## src/rtl/vga_axil_master_fsm.sv

```systemverilog
// AXI-Lite master: converts native single-word write/read requests into AXI-Lite transactions.
// Write and read sides run as independent FSMs; only the sticky error flag is shared.
module vga_axil_master_fsm (
  input  logic        clk,
  input  logic        arst_n,
  // AXI-Lite master side
  output logic [31:0] awaddr,
  output logic        awvalid,
  input  logic        awready,
  output logic [31:0] wdata,
  output logic        wvalid,
  input  logic        wready,
  input  logic [1:0]  bresp,
  input  logic        bvalid,
  output logic        bready,
  output logic [31:0] araddr,
  output logic        arvalid,
  input  logic        arready,
  input  logic [31:0] rdata,
  input  logic [1:0]  rresp,
  input  logic        rvalid,
  output logic        rready,
  // Native request side
  input  logic        write_req_i,
  input  logic [9:0]  addr_write_i,
  input  logic [31:0] data_i,
  output logic        write_ready_o,
  output logic        write_done_o,
  input  logic        read_req_i,
  input  logic [9:0]  addr_read_i,
  output logic        read_ready_o,
  output logic        read_valid_o,
  output logic [31:0] data_o,
  output logic        resp_err_o
);

  typedef enum logic [1:0] {WIdle, WAddrData, WResp} w_state_e;
  typedef enum logic [1:0] {RIdle, RAddr, RData} r_state_e;

  w_state_e    w_state_q, w_state_d;
  r_state_e    r_state_q, r_state_d;
  logic        aw_done_q, aw_done_d, w_done_q, w_done_d;
  logic        awvalid_q, awvalid_d, wvalid_q, wvalid_d, bready_q, bready_d;
  logic        arvalid_q, arvalid_d, rready_q, rready_d;
  logic [31:0] awaddr_q, awaddr_d, wdata_q, wdata_d, araddr_q, araddr_d;
  logic [31:0] data_q, data_d;
  logic        write_done_q, write_done_d, read_valid_q, read_valid_d;
  logic        resp_err_q, resp_err_d;
  logic        aw_hs, w_hs, b_hs, ar_hs, r_hs;

  assign aw_hs = awvalid_q & awready;
  assign w_hs  = wvalid_q & wready;
  assign b_hs  = bready_q & bvalid;
  assign ar_hs = arvalid_q & arready;
  assign r_hs  = rready_q & rvalid;

  always_comb begin
    w_state_d    = w_state_q;
    aw_done_d    = aw_done_q;
    w_done_d     = w_done_q;
    awvalid_d    = awvalid_q;
    wvalid_d     = wvalid_q;
    bready_d     = bready_q;
    awaddr_d     = awaddr_q;
    wdata_d      = wdata_q;
    write_done_d = 1'b0;
    unique case (w_state_q)
      WIdle: begin
        if (write_req_i) begin
          awaddr_d  = {20'b0, addr_write_i, 2'b00};
          wdata_d   = data_i;
          awvalid_d = 1'b1;
          wvalid_d  = 1'b1;
          aw_done_d = 1'b0;
          w_done_d  = 1'b0;
          w_state_d = WAddrData;
        end
      end
      WAddrData: begin
        if (aw_hs) begin
          awvalid_d = 1'b0;
          aw_done_d = 1'b1;
        end
        if (w_hs) begin
          wvalid_d = 1'b0;
          w_done_d = 1'b1;
        end
        // Both channels may finish in the same cycle or in any order.
        if ((aw_done_q | aw_hs) & (w_done_q | w_hs)) begin
          bready_d  = 1'b1;
          w_state_d = WResp;
        end
      end
      WResp: begin
        if (b_hs) begin
          bready_d     = 1'b0;
          write_done_d = 1'b1;
          w_state_d    = WIdle;
        end
      end
      default: begin
        awvalid_d = 1'b0;
        wvalid_d  = 1'b0;
        bready_d  = 1'b0;
        w_state_d = WIdle;
      end
    endcase
  end

  always_comb begin
    r_state_d    = r_state_q;
    arvalid_d    = arvalid_q;
    rready_d     = rready_q;
    araddr_d     = araddr_q;
    data_d       = data_q;
    read_valid_d = 1'b0;
    unique case (r_state_q)
      RIdle: begin
        if (read_req_i) begin
          araddr_d  = {20'b0, addr_read_i, 2'b00};
          arvalid_d = 1'b1;
          r_state_d = RAddr;
        end
      end
      RAddr: begin
        if (ar_hs) begin
          arvalid_d = 1'b0;
          rready_d  = 1'b1;
          r_state_d = RData;
        end
      end
      RData: begin
        if (r_hs) begin
          data_d       = rdata;
          read_valid_d = 1'b1;
          rready_d     = 1'b0;
          r_state_d    = RIdle;
        end
      end
      default: begin
        arvalid_d = 1'b0;
        rready_d  = 1'b0;
        r_state_d = RIdle;
      end
    endcase
  end

  assign resp_err_d = resp_err_q | (b_hs & (bresp != 2'b00)) | (r_hs & (rresp != 2'b00));

  always_ff @(posedge clk or negedge arst_n) begin
    if (!arst_n) begin
      w_state_q    <= WIdle;
      r_state_q    <= RIdle;
      aw_done_q    <= 1'b0;
      w_done_q     <= 1'b0;
      awvalid_q    <= 1'b0;
      wvalid_q     <= 1'b0;
      bready_q     <= 1'b0;
      arvalid_q    <= 1'b0;
      rready_q     <= 1'b0;
      awaddr_q     <= '0;
      wdata_q      <= '0;
      araddr_q     <= '0;
      data_q       <= '0;
      write_done_q <= 1'b0;
      read_valid_q <= 1'b0;
      resp_err_q   <= 1'b0;
    end else begin
      w_state_q    <= w_state_d;
      r_state_q    <= r_state_d;
      aw_done_q    <= aw_done_d;
      w_done_q     <= w_done_d;
      awvalid_q    <= awvalid_d;
      wvalid_q     <= wvalid_d;
      bready_q     <= bready_d;
      arvalid_q    <= arvalid_d;
      rready_q     <= rready_d;
      awaddr_q     <= awaddr_d;
      wdata_q      <= wdata_d;
      araddr_q     <= araddr_d;
      data_q       <= data_d;
      write_done_q <= write_done_d;
      read_valid_q <= read_valid_d;
      resp_err_q   <= resp_err_d;
    end
  end

  assign awaddr        = awaddr_q;
  assign awvalid       = awvalid_q;
  assign wdata         = wdata_q;
  assign wvalid        = wvalid_q;
  assign bready        = bready_q;
  assign araddr        = araddr_q;
  assign arvalid       = arvalid_q;
  assign rready        = rready_q;
  assign write_ready_o = (w_state_q == WIdle);
  assign read_ready_o  = (r_state_q == RIdle);
  assign write_done_o  = write_done_q;
  assign read_valid_o  = read_valid_q;
  assign data_o        = data_q;
  assign resp_err_o    = resp_err_q;

endmodule

```

## config.mk

```make
export PLATFORM = sky130hd
export DESIGN_NAME = vga_axil_master_fsm
export DESIGN_NICKNAME = d
export VERILOG_FILES = /design/src/rtl/vga_axil_master_fsm.sv
export SDC_FILE = /design/constraint.sdc
export NUM_CORES = 1
export LEC_CHECK = 0
export CORE_MARGIN = 3
export CORE_UTILIZATION = 39
export CTS_CLUSTER_DIAMETER = 120
export CTS_CLUSTER_SIZE = 30
export DETAILED_ROUTE_END_ITERATION = 8
export PLACE_DENSITY = 0.91
export SETUP_SLACK_MARGIN = 0.2
export SYNTH_ARGS = -nofsm -noshare
export SYNTH_HDL_FRONTEND = slang
export SYNTH_SLANG_ARGS = --single-unit
```

## constraint.sdc

```tcl
create_clock -name clk -period 2.16 [get_ports clk]
set_input_delay 0.432 -clock clk [delete_from_list [all_inputs] [get_ports clk]]
set_output_delay 0.432 -clock clk [all_outputs]
set_load 0.1 [all_outputs]
```

==> impl_metrics.csv, run 1 <==
group,metric,value,unit
cells_and_area,fillCellCount,836,
route,drt_iter0_markers,127,
setup_path,path_delay_family,"flip-flops",
cells_and_area,antennaDiodeCount,0,
placement,gp_congestion,0.737,
cells_and_area,drive_gt1_frac,0.424,
sta,finalSetupViolCount,0,
route,ant_nets,0,
yosys,synthCells,290,
run,cap_viol_max_count,0,
clock_tree,cts_inserted_buffers,9,
setup_path,crit_start,"w_state_q[0]",
route,wl_per_cell,15.8,µm
sta,clock_skew,11.6,ps
setup_path,worstPathMaxFanout,12,
global_route,overflow,0,
clock_tree,cts.sinks,98,
global_route,antenna_found_initial,0,
floorplan,core_area,10400,µm²
setup_path,critical_path.endpoint,"write_ready_o",
cells_and_area,final_cell_mix,"dfrtp_1 (97), buf_4 (96), clkdlybuf4s50_1 (95)",
setup_path,cp-end-kind,"output pin",
sta,drv_slew,0,
setup_path,cp.depth,2,
setup_path,r2r_slack,470,ps
yosys,syn_area,4220,µm²
floorplan,start_util,0.405,
yosys,avgSynthCellArea,14.5,µm²
setup_path,cp_num_buf_inv,1,
global_route,grt_max_degree,62,
clock_tree,ctsLongestPathBuffers,2,
yosys,synth-async-reset-ratio,1.00,
setup_path,crit_path_max_incr_delay,540,ps
clock_tree,cts_max_level,3,
floorplan,die_w,110,µm
floorplan,io_pins,235,
sta,post-route-period-util,0.804,
setup_path,path_cells,"nor2_2 -> buf_12",
hold_path,hold_path.class,"input port to async pin",
placement,numPortBuffers,190,
outcome,outcome,"complete, no violations",
placement,hpwl,7750,µm
setup_path,worstRegToRegCells,3,
global_route,grt_usage,0.157,
clock_tree,clkTransAtPathRegs,90,ps
setup_path,r2r_end,"data_o[20]",
yosys,ys_ff_latch,98,
setup_path,cp-start-kind,"flip-flop",
sta,rsz0062_at_grt,"false",
cells_and_area,register_area,2450,µm²
route,vias,2825,
route,drc,0,
yosys,synthFlopType,"dfrtp_1",
sta,period_minus_slack,1740,ps
route,viasPerCell,4.51,
cells_and_area,final_net_count,582,
cells_and_area,final_common_cell,"dfrtp_1",
clock_tree,cts_resized,0,
route,drt-total-wl,9910,µm
clock_tree,post_cts_buffers,0,
yosys,synth_warnings,0,
setup_path,path_class,"flip-flop to output pin",
setup_path,crit_path_top_delay_cell,"dfrtp_1",
global_route,grt_pass1_vias,2892,
sta,relSlewSlack,0.657,
floorplan,std_cell_rows,37,
floorplan,die_h,110,µm
yosys,yosys.area.top_type,"dfrtp_1",
floorplan,design.die.area,12100,µm²
clock_tree,ctsRootBufferMaster,"clkbuf_8",
yosys,ys_top_cells_by_area,"dfrtp_1 (58%), mux2_2 (15%), mux2_4 (10%), buf_4 (7.8%), buf_12 (1.4%)",
cells_and_area,syn2layout_area_growth,44.2,%
route,dr.pass1.iters,4,
yosys,synth.distinct_cells,28,
yosys,yosysTopAreaCellShare,0.581,
clock_tree,tritoncts,"yes",
cells_and_area,multi_input_area,1470,µm²
sta,final.setup.tns,0,ps
sta,tightest_slew,515,ps
global_route,grt_pass1_wl,14500,µm
setup_path,timing.rr.start,"r_state_q[0]",
clock_tree,clk_latency,360,ps
setup_path,worstPathArrival,1300,ps
sta,fmax,576,MHz
setup_path,crit_required,1730,ps
yosys,yosysSeqAreaShare,0.581,
yosys,synth_edf_count,0,
clock_tree,cts_hold_buf,0,
sta,hold_viol,0,
Yosys cell counts (2+ instances only):
library cell and n:
mux2_4 29, buf_2 5, a21oi_1 7, nand2_1 6
o21ai_0 4, buf_12 3, buf_4 44, buf_6 2
mux2_2 55, inv_1 7, nor2_1 9, o22ai_1 4
dfrtp_1 98, a31oi_1 3
registers in the layout, indices dropped and copies added (netlist names):
signal and flops:
r_state_q 2, w_state_q 2, araddr 10, rready 1, resp_err_o 1, arvalid 1
aw_done_q 1, awvalid 1, w_done_q 1, awaddr 10, bready 1, write_done_o 1
wdata 32, data_o 32, read_valid_o 1, wvalid 1
area by class of cell:
type / instances / share of cell area
Multi-Input combinational cell: 172 / 0.242
Sequential cell: 98 / 0.403
Inverter: 8 / 0.00494
Tap cell: 136 / 0.0280
Clock inverter: 7 / 0.00988
Clock buffer: 9 / 0.0204
Timing Repair Buffer: 196 / 0.291
metal layers:
layer / up-vias / global-route usage / wire [µm]
met2: 126 / 0.288 / 5440
met3: 6 / 0.0361 / 745
li1: 1293 / - / -
met5: - / 0 / 0
met1: 1400 / 0.179 / 3640
met4: 0 / 0.0508 / 85
per-stage QoR:
step,util,std cells,hold slack [ps],cell area [µm²],setup WS (ps)
after global placement,0.566,610,428,5900,87.5
after detailed placement,0.566,610,441,5900,51.7
after floorplan,-,333,136,4390,312
final,0.584,626,36.0,6080,423
after CTS,0.584,626,33.3,6080,400
after global routing,0.584,626,48.9,6080,347
cells by family (layout without fill, tap and decap cells):
kind of cell / after synthesis / count (layout) / share of synthesized area
compound gates: 21 / 21 / 0.0300
buf+inv: 63 / 220 / 0.112
flops: 98 / 98 / 0.581
mux: 84 / 84 / 0.250
other cells: 1 / 44 / 0.000889
simple gates: 23 / 23 / 0.0258
how the worst min path moves through the flow:
stage          startpoint          to  slack [ps]  depth (start not counted)
2_1_floorplan      arst_n  araddr[10]         140                          0
3_3_place_gp       arst_n   wdata[13]         430                          1
3_5_place_dp       arst_n   wdata[11]         440                          1
4_1_cts            arst_n   araddr[6]          30                          1
5_1_grt            arst_n   wdata[13]          50                          1
6_report           arst_n   wdata[11]          40                          1
Power of run 1 is left out: the tool's default activity adds up to more than one toggle a clock period on the data nets, which glitch-free logic cannot reach.
==> run 2: changes to the inputs <==
--- a/config.mk
+++ b/config.mk
@@ -6,11 +6,11 @@
 export NUM_CORES = 1
 export LEC_CHECK = 0
 export CORE_MARGIN = 3
-export CORE_UTILIZATION = 39
+export CORE_UTILIZATION = 35
 export CTS_CLUSTER_DIAMETER = 120
 export CTS_CLUSTER_SIZE = 30
 export DETAILED_ROUTE_END_ITERATION = 8
-export PLACE_DENSITY = 0.91
+export PLACE_DENSITY = 0.87
 export SETUP_SLACK_MARGIN = 0.2
 export SYNTH_ARGS = -nofsm -noshare
 export SYNTH_HDL_FRONTEND = slang
==> constraint.sdc (replaced) <==
create_clock -name clk -period 1.5 [get_ports clk]
set_input_delay 0.3 -clock clk [delete_from_list [all_inputs] [get_ports clk]]
set_output_delay 0.3 -clock clk [all_outputs]
set_load 0.1 [all_outputs]
==> run 2 against run 1 <==
  * First-iteration DRC count up 55%
  * Clock skew down 2.5 ps
  * Critical path depth grew 2
  * Final area increased by 33%
  * The flow now finishes with violations (hold timing, setup timing)
  * Worst setup slack lost 430 ps
  * Via count increased by 8.9%
  * Sequential share of layout area is 9.8 points lower
  * Register-to-register slack worse by 480 ps
  * Hold slack lost 44 ps
==> impl_metrics.csv, run 2 (synthesis gave the netlist of run 1 again) <==
group,metric,value,unit
outcome,outcome,"complete, but fails checks",
outcome,violations,"hold timing, setup timing",
setup_path,crit_path_top_delay_cell,"or3_4",
clock_tree,clkTransAtPathRegs,70,ps
floorplan,io_pins,235,
setup_path,cp-start-kind,"flip-flop",
route,wl_per_cell,19.9,µm
global_route,grt_max_degree,99,
sta,hold_viol,5,
setup_path,path_cells,"inv_2 -> or3_4 -> clkbuf_16 -> mux2_4",
route,dr.pass1.iters,5,
global_route,overflow,0,
global_route,grt_pass1_wl,19300,µm
setup_path,path_class,"flip-flop to flip-flop",
cells_and_area,syn2layout_area_growth,91.8,%
clock_tree,cts_inserted_buffers,9,
setup_path,r2r_end,"data_o[22]",
route,vias,3077,
placement,numPortBuffers,190,
sta,tightest_slew,539,ps
sta,fin_ws,-10.7,ps
sta,clock_skew,9.13,ps
route,wl_met2,7160,µm
setup_path,crit_path_max_incr_delay,450,ps
cells_and_area,drive_gt1_frac,0.488,
setup_path,worstPathMaxFanout,8,
cells_and_area,instances_no_fill,668,
setup_path,crit_required,1730,ps
placement,hpwl,9180,µm
floorplan,die_h,116,µm
placement,dp_cells,627,
floorplan,std_cell_rows,39,
clock_tree,cts_max_level,3,
floorplan,start_util,0.363,
sta,timing.hold.ws,-8.09,ps
clock_tree,cts.sinks,98,
clock_tree,ctsLongestPathBuffers,2,
setup_path,timing.rr.start,"r_state_q[1]",
route,drt-total-wl,13300,µm
sta,final.setup.tns,-41.1,ps
setup_path,r2r_slack,-10,ps
global_route,grt_usage,0.193,
route,highest_layer,"met4",
clock_tree,ctsRootBufferMaster,"clkbuf_16",
global_route,grt_pass1_vias,3323,
clock_tree,clk_latency,340,ps
route,m1WireLength,4800,µm
cells_and_area,final_cell_mix,"buf_12 (98), clkdlybuf4s50_1 (93), dfrtp_1 (91)",
hold_path,hold_path.class,"input port to async pin",
cells_and_area,antennaDiodeCount,0,
setup_path,cp-end-kind,"flip-flop",
sta,relSlewSlack,0.640,
setup_path,worstRegToRegCells,4,
route,ant_nets,0,
cells_and_area,final_net_count,617,
route,viasPerCell,4.61,
route,wl_met3,995,µm
placement,gp_congestion,0.765,
sta,fmax,662,MHz
sta,finalSetupViolCount,8,
floorplan,design.die.area,13400,µm²
global_route,antenna_found_initial,0,
cells_and_area,final_common_cell,"buf_12",
sta,post-route-period-util,1.01,
route,drt_iter0_markers,197,
cells_and_area,finalCoreUtilization,0.697,
clock_tree,cts_hold_buf,0,
run,cap_viol_max_count,0,
sta,period_minus_slack,1510,ps
floorplan,die_w,116,µm
clock_tree,tritoncts,"yes",
setup_path,worstPathArrival,1740,ps
floorplan,core_area,11600,µm²
sta,rsz0062_at_grt,"true",
sta,drv_slew,0,
route,drc,0,
run 2: repair_timing:
action | in CTS | in global routing
gates cloned | 5 | 2
setup endpoints to repair | 90 | 96
resized for setup | 29 | 10
setup buffers | 12 | 6
pin swaps | 1 | 1
hold endpoints to repair | 0 | 0
run 2: worst max path at each step:
stage                 start          to  slack, ps  cells after the start
4_1_cts        r_state_q[1]   data_o[7]          9                      4
3_3_place_gp         rvalid  data_o[25]       -450                      5
2_1_floorplan  r_state_q[0]  araddr[10]       -270                      5
6_report       r_state_q[1]  data_o[22]        -10                      4
3_5_place_dp         rvalid  data_o[21]       -480                      5
5_1_grt        r_state_q[1]  data_o[18]        -40                      4
run 2: area by class of cell:
type / count / area, µm²
multi-input cells: 172 / 1700
flip-flops and latches: 98 / 2470
clock inverters: 4 / 56.3
repair buffers: 231 / 3390
well taps: 143 / 179
inverters: 8 / 30.0
clock buffers: 12 / 267
fillers: 739 / 3520
run 2: through the flow:
stage / cell area, µm² / setup WS (ps)
3_3_place_gp: 7330 / -453
4_1_cts: 7960 / 8.66
3_5_place_dp: 7330 / -483
6_report: 8090 / -10.7
5_1_grt: 8090 / -36.0
2_1_floorplan: 4640 / -269
run 2: worst max-delay path, delay by kind of cell (launching register included):
family,cells,cell delay (ps)
mux,1,290
simple gates,1,450
buf+inv,2,260
flops,1,390
run 2: layer usage:
| metal | GRT usage | up-vias |
|---|---|---|
| met3 | 0.0439 | 21 |
| li1 | - | 1359 |
| met2 | 0.351 | 150 |
| met4 | 0.0766 | 0 |
| met5 | 0 | - |
| met1 | 0.219 | 1547 |
Power of run 2 is left out for the same reason.
==> run 3: changes to the inputs <==
--- a/config.mk
+++ b/config.mk
@@ -6,12 +6,12 @@
 export NUM_CORES = 1
 export LEC_CHECK = 0
 export CORE_MARGIN = 3
-export CORE_UTILIZATION = 35
+export CORE_UTILIZATION = 39
 export CTS_CLUSTER_DIAMETER = 120
 export CTS_CLUSTER_SIZE = 30
 export DETAILED_ROUTE_END_ITERATION = 8
-export PLACE_DENSITY = 0.87
-export SETUP_SLACK_MARGIN = 0.2
+export PLACE_DENSITY = 0.91
+export SETUP_SLACK_MARGIN = 0.05
 export SYNTH_ARGS = -nofsm -noshare
 export SYNTH_HDL_FRONTEND = slang
 export SYNTH_SLANG_ARGS = --single-unit
==> constraint.sdc (replaced) <==
create_clock -name clk -period 1.6 [get_ports clk]
set_input_delay 0.32 -clock clk [delete_from_list [all_inputs] [get_ports clk]]
set_output_delay 0.32 -clock clk [all_outputs]
set_load 0.1 [all_outputs]
==> run 3 against run 2 <==
  * The run now ends clean
  * Cell count is 3.1% lower
  * Clock skew is 2.0 ps higher
  * Via count is 3.4% lower
  * Wire length is 8.9% lower
  * Sequential share of layout area is 2.2 points higher
  * Count of clock-buffer cells in the layout is 3 lower
  * Final area is 7.1% lower
  * Largest cell class unchanged
==> impl_metrics.csv, run 3 (synthesis gave the netlist of run 1 again) <==
group,metric,value,unit
setup_path,cp-end-kind,"flip-flop",
setup_path,worstRegToRegCells,6,
sta,hold_viol,0,
cells_and_area,syn2layout_area_growth,78.2,%
clock_tree,ctsRootBufferMaster,"clkbuf_8",
placement,numPortBuffers,190,
route,dr.pass1.iters,4,
cells_and_area,finalCoreUtilization,0.721,
global_route,antenna_found_initial,0,
floorplan,std_cell_rows,37,
cells_and_area,antennaDiodeCount,0,
route,ant_nets,0,
cells_and_area,final_common_cell,"buf_12",
global_route,grt_pass1_wl,16800,µm
clock_tree,tritoncts,"yes",
run,cap_viol_max_count,0,
setup_path,worstPathMaxFanout,11,
cells_and_area,drive_gt1_frac,0.452,
cells_and_area,final_cell_mix,"buf_12 (100), dfrtp_1 (95), clkdlybuf4s50_1 (95)",
placement,gp_congestion,0.746,
sta,clock_skew,11.1,ps
sta,finalSetupViolCount,0,
floorplan,start_util,0.405,
floorplan,core_area,10400,µm²
route,drt-total-wl,12100,µm
global_route,grt_pass1_vias,3219,
clock_tree,cts.sinks,98,
sta,period_minus_slack,1560,ps
floorplan,die_h,110,µm
global_route,overflow,0,
route,viasPerCell,4.60,
clock_tree,cts_inserted_buffers,9,
setup_path,crit_required,1830,ps
route,wl_per_cell,18.8,µm
floorplan,io_pins,235,
floorplan,design.die.area,12100,µm²
setup_path,cp-start-kind,"input port",
setup_path,r2r_slack,50,ps
clock_tree,clkTransAtPathRegs,100,ps
placement,hpwl,9230,µm
setup_path,path_class,"input port to flip-flop",
route,drc,0,
cells_and_area,final_net_count,603,
clock_tree,ctsLongestPathBuffers,2,
setup_path,worstPathArrival,1800,ps
clock_tree,cts_max_level,3,
global_route,grt_usage,0.184,
route,vias,2973,
sta,drv_slew,0,
sta,post-route-period-util,0.978,
clock_tree,clk_latency,350,ps
sta,rsz0062_at_grt,"true",
route,drt_iter0_markers,74,
outcome,outcome,"complete, no violations",
floorplan,die_w,110,µm
sta,fmax,639,MHz
global_route,grt_max_degree,43,
hold_path,hold_path.class,"input port to async pin",
==> run 3: layer usage <==
metal | share of wire | wire length [µm] | GRT usage | vias up
met3 | 0.10 | 1240 | 0.0670 | 20
li1 | - | - | - | 1340
met1 | 0.33 | 3970 | 0.181 | 1467
met2 | 0.55 | 6680 | 0.347 | 146
met5 | 0 | 0 | 0 | -
met4 | 0.021 | 250 | 0.0703 | 0
==> run 3: critical path, stage by stage <==
cell	delay [ps]
clkdlybuf4s50_1	520
nand2b_1	150
nor2_4	160
buf_12	130
clkbuf_16	170
mux2_2	350
==> run 3: final timing paths <==
path | startpoint | end
worst min register to register | resp_err_o | resp_err_o
worst max register to register | w_state_q[0] | awaddr[3]
min in group clk | data_i[22] | wdata[22]
max in group asynchronous | arst_n | wdata[12]
worst min-delay path | arst_n | awaddr[5]
worst max-delay path | write_req_i | awaddr[3]
==> run 3: layout make-up <==
type,count,area (µm²)
multi-input cells,172,1480
inverters,8,30.0
flip-flops and latches,98,2460
clock inverters,7,58.8
fillers,640,2900
clock buffers,9,124
repair buffers,217,3190
well taps,136,170
==> run 3: per-stage QoR <==
stage / TNS, ps / setup WS [ps] / instance area (µm²) / std cells / hold WS [ps]
6_report: 0 / 35.1 / 7510 / 647 / 401
5_1_grt: 0 / 27.8 / 7510 / 647 / 407
4_1_cts: 0 / 28.4 / 7400 / 639 / 398
3_5_place_dp: -22740 / -409 / 7150 / 619 / 237
3_3_place_gp: -19750 / -377 / 7150 / 619 / 230
2_1_floorplan: -5080 / -169 / 4410 / 333 / 24.4
==> run 3: repair_timing <==
action	in CTS	in global routing
cloned	1	3
gates resized for setup	4	1
pin swaps	1	3
setup buffers	2	5
endpoints found under the hold margin	20	0
endpoints found under the setup margin	34	2
hold buffers	1	0
Power of run 3 is left out for the same reason.
